$ cat src/rtl/ast_pkg.sv
// Shared types for the AST alert receiver: the differential pair, the alert
// bundles, the {p,n} encodings and the per-channel handshake states.
package ast_pkg;

   typedef struct packed {
      logic p;
      logic n;
   } ast_dif_t;

   localparam ast_dif_t DifActive = 2'b10;
   localparam ast_dif_t DifIdle   = 2'b01;

   localparam int unsigned AstNumAlerts = 2;

   // Alerts as driven by the sensor top.
   typedef struct packed {
      ast_dif_t [AstNumAlerts-1:0] alerts;
   } ast_alert_rsp_t;

   // Acknowledges returned to the sensor top.
   typedef struct packed {
      ast_dif_t [AstNumAlerts-1:0] acks;
   } ast_alert_req_t;

   typedef enum logic [1:0] {
      Idle    = 2'd0,
      Ack     = 2'd1,
      Release = 2'd2
   } ast_alert_rx_state_e;

   // A pair with both wires equal is neither active nor idle.
   function automatic logic dif_invalid(ast_dif_t d);
      return d.p == d.n;
   endfunction

endpackage

$ cat src/rtl/ast_alert_rx_chan.sv
// One alert channel: optional 2-flop synchroniser (AST_ALERT_RX_SYNC_EN),
// integrity counter with sticky flag, and the Idle/Ack/Release handshake.
// All outputs come straight from flops.
module ast_alert_rx_chan
   import ast_pkg::*;
#(
   parameter int unsigned IntegCycles = 2
) (
   input  logic     clk_i,
   input  logic     rst_ni,
   input  ast_dif_t alert_i,
   input  logic     integ_clr_i,
   output ast_dif_t ack_o,
   output logic     event_o,
   output logic     active_o,
   output logic     integ_fail_o
);

   localparam logic [2:0] IntegMax = 3'(IntegCycles);

   ast_dif_t sample;

`ifdef AST_ALERT_RX_SYNC_EN
   ast_dif_t sync_p0;
   ast_dif_t sync_p1;

   // Two-flop synchroniser on both wires; resets to the idle encoding.
   always_ff @(posedge clk_i or negedge rst_ni) begin
      if (!rst_ni) begin
         sync_p0 <= DifIdle;
         sync_p1 <= DifIdle;
      end else begin
         sync_p0 <= alert_i;
         sync_p1 <= sync_p0;
      end
   end

   assign sample = sync_p1;
`else
   assign sample = alert_i;
`endif

   logic invalid;
   logic is_active;
   logic is_idle;

   assign invalid   = dif_invalid(sample);
   assign is_active = (sample == DifActive);
   assign is_idle   = (sample == DifIdle);

   logic [2:0] cnt_q;
   logic [2:0] cnt_d;
   logic       fail_set;
   logic       fail_q;

   // Count consecutive invalid samples, saturating; a valid sample clears.
   always_comb begin
      cnt_d    = cnt_q;
      fail_set = 1'b0;
      if (invalid) begin
         if (cnt_q != IntegMax) begin
            cnt_d = cnt_q + 3'd1;
         end
         fail_set = (cnt_d == IntegMax);
      end else begin
         cnt_d = 3'd0;
      end
   end

   // Counter and sticky flag; a new failure overrides a clear in the same cycle.
   always_ff @(posedge clk_i or negedge rst_ni) begin
      if (!rst_ni) begin
         cnt_q  <= 3'd0;
         fail_q <= 1'b0;
      end else begin
         cnt_q  <= cnt_d;
         fail_q <= fail_set | (fail_q & ~integ_clr_i);
      end
   end

   ast_alert_rx_state_e state_q;
   ast_alert_rx_state_e state_d;
   logic                ev_d;

   // Handshake next state; invalid samples match neither encoding and hold.
   always_comb begin
      state_d = state_q;
      ev_d    = 1'b0;
      unique case (state_q)
         Idle: begin
            if (is_active) begin
               state_d = Ack;
               ev_d    = 1'b1;
            end
         end
         Ack: begin
            if (is_idle) begin
               state_d = Release;
            end
         end
         Release: begin
            state_d = Idle;
         end
         default: begin
            state_d = Idle;
         end
      endcase
   end

   ast_dif_t ack_q;
   logic     event_q;
   logic     active_q;

   // State register plus output flops decoded from the next state.
   always_ff @(posedge clk_i or negedge rst_ni) begin
      if (!rst_ni) begin
         state_q  <= Idle;
         ack_q    <= DifIdle;
         event_q  <= 1'b0;
         active_q <= 1'b0;
      end else begin
         state_q  <= state_d;
         ack_q    <= (state_d == Ack) ? DifActive : DifIdle;
         event_q  <= ev_d;
         active_q <= (state_d == Ack);
      end
   end

   assign ack_o        = ack_q;
   assign event_o      = event_q;
   assign active_o     = active_q;
   assign integ_fail_o = fail_q;

endmodule

$ cat src/rtl/ast_alert_rx.sv
// Alert receiver top: one independent ast_alert_rx_chan per differential
// alert channel. Build option AST_ALERT_RX_SYNC_EN adds input synchronisers.
module ast_alert_rx
   import ast_pkg::*;
#(
   parameter int unsigned NumAlerts   = 2,
   parameter int unsigned IntegCycles = 2
) (
   input  logic                           clk_i,
   input  logic                           rst_ni,
   input  ast_dif_t       [NumAlerts-1:0] alert_i,
   output ast_dif_t       [NumAlerts-1:0] ack_o,
   output logic           [NumAlerts-1:0] event_o,
   output logic           [NumAlerts-1:0] active_o,
   output logic           [NumAlerts-1:0] integ_fail_o,
   input  logic           [NumAlerts-1:0] integ_clr_i
);

   for (genvar i = 0; i < NumAlerts; i++) begin : g_chan
      ast_alert_rx_chan #(
         .IntegCycles (IntegCycles)
      ) u_chan (
         .clk_i        (clk_i),
         .rst_ni       (rst_ni),
         .alert_i      (alert_i[i]),
         .integ_clr_i  (integ_clr_i[i]),
         .ack_o        (ack_o[i]),
         .event_o      (event_o[i]),
         .active_o     (active_o[i]),
         .integ_fail_o (integ_fail_o[i])
      );
   end

endmodule

$ cat config.mk
export PLATFORM = sky130hd
export DESIGN_NAME = ast_alert_rx
export DESIGN_NICKNAME = d
export VERILOG_FILES = /design/src/rtl/ast_pkg.sv /design/src/rtl/ast_alert_rx_chan.sv /design/src/rtl/ast_alert_rx.sv
export SDC_FILE = /design/constraint.sdc
export NUM_CORES = 1
export LEC_CHECK = 0
export ABC_AREA = 1
export CORE_MARGIN = 3
export CORE_UTILIZATION = 50
export CTS_BUF_LIST = sky130_fd_sc_hd__clkbuf_8
export DETAILED_ROUTE_END_ITERATION = 10
export PLACE_DENSITY = 0.82
export SYNTH_ARGS = -nofsm -noshare
export SYNTH_HDL_FRONTEND = slang
export SYNTH_HIERARCHICAL = 1
export SYNTH_SLANG_ARGS = --single-unit
$ cat constraint.sdc
create_clock -name clk_i -period 1.32 [get_ports clk_i]
set_input_delay 0.33 -clock clk_i [delete_from_list [all_inputs] [get_ports clk_i]]
set_output_delay 0.33 -clock clk_i [all_outputs]
set_load 0.05 [all_outputs]
==> results.toml, run 1 <==
[yosys]
yosysMostFrequentCell = "inv_1"
synthCells = 98
synthArstFlopShare_pct = 100.0
synthTopCellsByArea = "dfrtp_1, ha_1, inv_1"
synth_top_area_share_pct = 45.58
avgSynthCellArea_sq_um = 8.963
ys_ff_latch = 18
synth_cell_types = 15
synth_ff_type = "dfrtp_1"
yosys_warnings = 6
synth_edf_count = 0
synth_nets = 114
synth_area_sq_um = 878.3
yosysTopAreaCell = "dfrtp_1"
synth_common_cells = "inv_1, nand2_1, dfrtp_1"
seq_area_frac_synth_pct = 51.57

[clocking]
clk_path_buf_depth = 2
cts-root-buf = "clkbuf_8"
cts_sinks = 18
clkTransAtPathRegs_ns = 0.07
clk_latency_ns = 0.25
tritoncts = "built"
htreeDepth = 1
cts_made_buffers = 3

[power_and_ir_drop]
powerDensity_nw_per_um2 = 1889
p_leak_nw = 0.6465
seq_power_share_pct = 34.9
ir_drop_uv = 1239
combPwrFrac_pct = 46.4
switching_share_pct = 38.44
switching_power_w = 0.0009014
total_power_w = 0.002345
clkPwrFrac_pct = 18.7
intPower_w = 0.001444

[timing]
slew_headroom_pct = 85.39
finalHoldViolations = 0
min_period_ns = 1.262
slew_viol_final = 0
rsz0062_at_grt = "no"
setup_violations = 0
fmax_mhz = 792.5
fin_crit_sh_pct = 95.59
tightest_slew_ns = 0.2191
holdWs_ns = 0.4029
final.setup.tns_ns = 0
finClkSkew_ns = 0.002607

[worst_setup_path]
regToRegEndpoint = "g_chan[1].u_chan/integ_fail_o"
critPathMaxFanout = 1
r2r_slack_ns = 0.07
reg2reg_from = "g_chan[1].u_chan/cnt_q[0]"
crit_type = "flop to output port"
worstPathRequired_ns = 0.99
crit_start = "g_chan[1].u_chan/ack_o[0]"
cp.arrival_ns = 0.93
cpPeakStageDelay_ns = 0.55
reg2reg_depth = 8
worstSetupStartpointType = "flop"
critical_path_buf_inv_count = 1
path_depth = 1
endpoint = "ack_o[2]"
end_kind = "output port"
cpMaxStageDelayCell = "dfstp_2"
path_cells = "buf_12"
crit_family = "flip-flops"

[die]
dieArea_sq_um = 2295
die_width_microns = 47.91
die_h_microns = 47.91
initial_utilization_pct = 55.71
core_sq_um = 1577
rows = 14
ios = 18

[detailed_routing]
drc = 0
wl_microns = 1576
wire_per_inst_microns = 11.67
via_per_inst = 5.022
first_iter_violations = 12
firstDrtPassIters = 4
vias = 678
final_antenna_net_count = 0

[global_route]
track_usage_pct = 16.83
antenna_found_initial = 0
grt_pass1_vias = 660
grt_pass1_wl_microns = 2677
grt_start_max_net_pins = 19
grt.overflow.total = 0

[layout]
num-fill-cells = 83
final_cell_area_sq_um = 1241
area_delta_synth_final_pct = 41.31
regArea_sq_um = 452.9
layout-drive-gt1-share_pct = 24.37
final_nets = 136
multi_input_comb_area_sq_um = 337.8
fin_cells = 135
n_antenna_cell = 0

[placed_design]
place_congestion = 0.7816
placed_area_sq_um = 1169
dp_hpwl_microns = 1216
place_inst = 131
io_buffers = 17

[run]
cap_violations = 0

[min_path]
hold_path_class = "input pin to asynchronous set/reset pin"

[outcome]
status = "complete, no violations"
[cell families after synthesis]
group                    share of synthesized area, %
adder cells (fa/ha/maj)                         11.40
buffers and inverters                           11.97
AO/OA/AOI/OAI                                   6.552
flip-flops                                      51.57
AND/OR/NAND/NOR                                 18.52
[power by group through the flow]
stage / registers [W] / logic [W] / clock network (W)
2_1_floorplan: 0.000970 / 0.000476 / 0
3_3_place_gp: 0.000821 / 0.00102 / 0
3_5_place_dp: 0.000829 / 0.00106 / 0
4_1_cts: 0.000820 / 0.00107 / 0.000448
5_1_grt: 0.000833 / 0.00118 / 0.000476
6_report: 0.000819 / 0.00109 / 0.000438
[per-stage QoR]
| step | worst slack [ns] | utilization, % |
|---|---|---|
| after detailed placement | -0.2208 | 74.13 |
| after floorplan | 0.1037 | - |
| after global routing | 0.008061 | 78.73 |
| final | 0.05824 | 78.73 |
| after global placement | -0.1804 | 74.13 |
| after CTS | 0.04105 | 77.62 |
[final cells by class]
type                       count  area share (%)
sequential                    18           36.49
multi-input combinational     54           27.22
timing repair buffer          19           22.98
inverter                      24           7.258
clock buffer                   4           4.435
tap                           16           1.613
[metal layers]
| metal | wire length [microns] | GRT usage (%) | vias up |
|---|---|---|---|
| li1 | - | - | 333 |
| met1 | 629 | 18.16 | 323 |
| met2 | 863 | 31.13 | 22 |
| met3 | 83 | 5.263 | 0 |
| met4 | 0 | 4.839 | 0 |
| met5 | 0 | 0 | - |
[cell usage in the layout, fill, tap and decap left out, drive strengths merged]
| cell type | instances |
|---|---|
| buf | 12 |
| ha | 8 |
| nand2 | 22 |
| inv | 24 |
| nand3 | 4 |
| o22ai | 4 |
| nor2 | 10 |
| dfstp | 2 |
| clkbuf | 4 |
| or2 | 2 |
| clkdlybuf4s50 | 7 |
| dfrtp | 16 |
| a21oi | 4 |
[repair_timing]
item                       4_1_cts  5_1_grt
gates resized for setup          0        3
setup buffers                    0        0
hold buffers                     0        0
setup endpoints to repair        0        1
[how the worst min path moves through the flow]
stage,start,to,slack (ns)
floorplan,rst_ni,g_chan[0].u_chan/ack_o[1],0.03
global placement,g_chan[0].u_chan/integ_fail_o,g_chan[0].u_chan/integ_fail_o,0.53
detailed placement,g_chan[0].u_chan/integ_fail_o,g_chan[0].u_chan/integ_fail_o,0.53
CTS,rst_ni,g_chan[1].u_chan/state_q[0],0.41
global route,rst_ni,g_chan[1].u_chan/state_q[0],0.43
finish,rst_ni,g_chan[1].u_chan/cnt_q[1],0.40
[state kept, by name, indices dropped and copies added (netlist names)]
register and flops:
g_chan.u_chan/ack_o 4, g_chan.u_chan/cnt_q 6, g_chan.u_chan/integ_fail_o 2, g_chan.u_chan/event_o 2, g_chan.u_chan/state_q 4
Note: power is estimated with default switching activity, not from simulation.
==> inputs of run 2 (changes only) <==
--- a/config.mk
+++ b/config.mk
@@ -10,6 +10,7 @@
 export CORE_UTILIZATION = 50
 export CTS_BUF_LIST = sky130_fd_sc_hd__clkbuf_8
 export DETAILED_ROUTE_END_ITERATION = 10
+export GPL_ROUTABILITY_DRIVEN = 0
 export PLACE_DENSITY = 0.82
 export SYNTH_ARGS = -nofsm -noshare
 export SYNTH_HDL_FRONTEND = slang
==> results of run 2 <==
Same layout as run 1: the final DEF is identical, and so are final timing and power.
==> inputs of run 3 (changes only) <==
--- a/config.mk
+++ b/config.mk
@@ -6,7 +6,6 @@
 export NUM_CORES = 1
 export LEC_CHECK = 0
 export ABC_AREA = 1
-export CORE_MARGIN = 3
 export CORE_UTILIZATION = 50
 export CTS_BUF_LIST = sky130_fd_sc_hd__clkbuf_8
 export DETAILED_ROUTE_END_ITERATION = 10
==> results.toml, run 3 (synthesized netlist as in run 1, its figures left out) <==
[detailed_routing]
vias = 651
wl_microns = 1566
via_per_inst = 4.822
drc = 0
firstDrtPassIters = 6
wire_per_inst_microns = 11.60
first_iter_violations = 21
final_antenna_net_count = 0

[layout]
final_cell_mix = "inv_1, nand2_1, dfrtp_1"
layout-drive-gt1-share_pct = 21.01
fin_cells = 135
final_cell_area_sq_um = 1214
mostFrequentLayoutCell = "inv_1"
final_nets = 136
area_delta_synth_final_pct = 38.18
regMostFlops = "g_chan.u_chan/cnt_q"
final_core_util_pct = 76.98
num-fill-cells = 99
largest_reg_flops = 6
n_antenna_cell = 0

[power_and_ir_drop]
p_leak_nw = 0.6459
ir_drop_uv = 974.9
powerDensity_nw_per_um2 = 1860

[timing]
fmax_mhz = 795.1
fin_crit_sh_pct = 95.28
min_period_ns = 1.258
rsz0062_at_grt = "no"
tightest_slew_ns = 0.2143
slew_headroom_pct = 85.71
slew_viol_final = 0
finalHoldViolations = 0
finClkSkew_ns = 0.008601
setup_violations = 0

[worst_setup_path]
crit_start = "alert_i[2]"
worstPathRequired_ns = 1.46
crit_type = "input pin to flop"
reg2reg_depth = 8
cp.arrival_ns = 1.40
regToRegEndpoint = "g_chan[0].u_chan/integ_fail_o"
critPathMaxFanout = 2
end_kind = "flop"
r2r_slack_ns = 0.15
worstSetupStartpointType = "input pin"
endpoint = "g_chan[1].u_chan/integ_fail_o"
reg2reg_from = "g_chan[0].u_chan/cnt_q[0]"

[clocking]
clk_latency_ns = 0.25
cts_made_buffers = 3
postCtsHoldBufs = 0
htreeDepth = 1
cts_sinks = 18
cts-root-buf = "clkbuf_8"
clk_path_buf_depth = 2
clkTransAtPathRegs_ns = 0.07
tritoncts = "built"
cts_setup_buffers = 0

[die]
core_sq_um = 1577
rows = 14
dieArea_sq_um = 1928
die_h_microns = 43.91
die_width_microns = 43.91
initial_utilization_pct = 55.71
ios = 18

[global_route]
grt_pass1_vias = 655
grt.overflow.total = 0
antenna_found_initial = 0
grt_start_max_net_pins = 19
grt_pass1_wl_microns = 2656
track_usage_pct = 18.51

[outcome]
status = "complete, no violations"

[placed_design]
placed_area_sq_um = 1169
place_inst = 131
io_buffers = 17
dp_hpwl_microns = 1286

[min_path]
hold_path_class = "input pin to asynchronous set/reset pin"

[run]
cap_violations = 0
[run 3: worst max-delay path, stage by stage]
cell and delay, ns:
clkdlybuf4s50_1 0.49, inv_1 0.05, ha_1 0.28, nand2_1 0.09, nor2_2 0.04, nand2_1 0.06
nand2_1 0.05
[run 3: through the flow]
step	hold WS [ns]	worst slack, ns	power [W]	TNS, ns
after global placement	0.5252	-0.1674	0.001843	-1.016
after floorplan	0.03441	0.1037	0.001446	0
final	0.4023	0.06235	0.002257	0
after global routing	0.4327	0.006746	0.002391	0
after detailed placement	0.5435	-0.1939	0.001892	-1.449
after CTS	0.4126	0.05923	0.002273	0
[run 3: worst min path at each step]
stage	startpoint	to	slack (ns)	cells after the start
5_1_grt	rst_ni	g_chan[1].u_chan/state_q[1]	0.43	2
4_1_cts	rst_ni	g_chan[1].u_chan/state_q[1]	0.41	2
3_3_place_gp	g_chan[0].u_chan/integ_fail_o	g_chan[0].u_chan/integ_fail_o	0.53	2
2_1_floorplan	rst_ni	g_chan[0].u_chan/ack_o[1]	0.03	0
3_5_place_dp	g_chan[1].u_chan/integ_fail_o	g_chan[1].u_chan/integ_fail_o	0.54	2
6_report	rst_ni	g_chan[1].u_chan/state_q[1]	0.40	2
[run 3: area by class of cell]
cell class / count / area [sq um] / share of cell area, %
multi-input cells: 54 / 320.3 / 26.39
well taps: 16 / 20.02 / 1.649
inverters: 24 / 90.09 / 7.423
flip-flops and latches: 18 / 452.9 / 37.32
repair buffers: 19 / 285.3 / 23.51
clock inverters: 1 / 3.754 / 0.3093
clock buffers: 3 / 41.29 / 3.402
[run 3: power breakdown]
group	total (W)	switching, W	internal [W]
logic	0.00106	0.000594	0.000470
registers	0.000820	0.000120	0.000700
clock network	0.000373	0.000167	0.000206
total	0.00226	0.000881	0.00138
[run 3: per-layer routing]
metal	vias to the layer above	track usage, %	wire length, microns
met5	-	0	0
met4	0	3.636	0
met3	0	1.250	48
met2	16	37.01	880
met1	305	21.37	636
li1	330	-	-
[run 3: timing repair]
| item | CTS | global route |
|---|---|---|
| setup endpoints to repair | 0 | 1 |
| endpoints found under the hold margin | 0 | 0 |
| resized for setup | 0 | 0 |
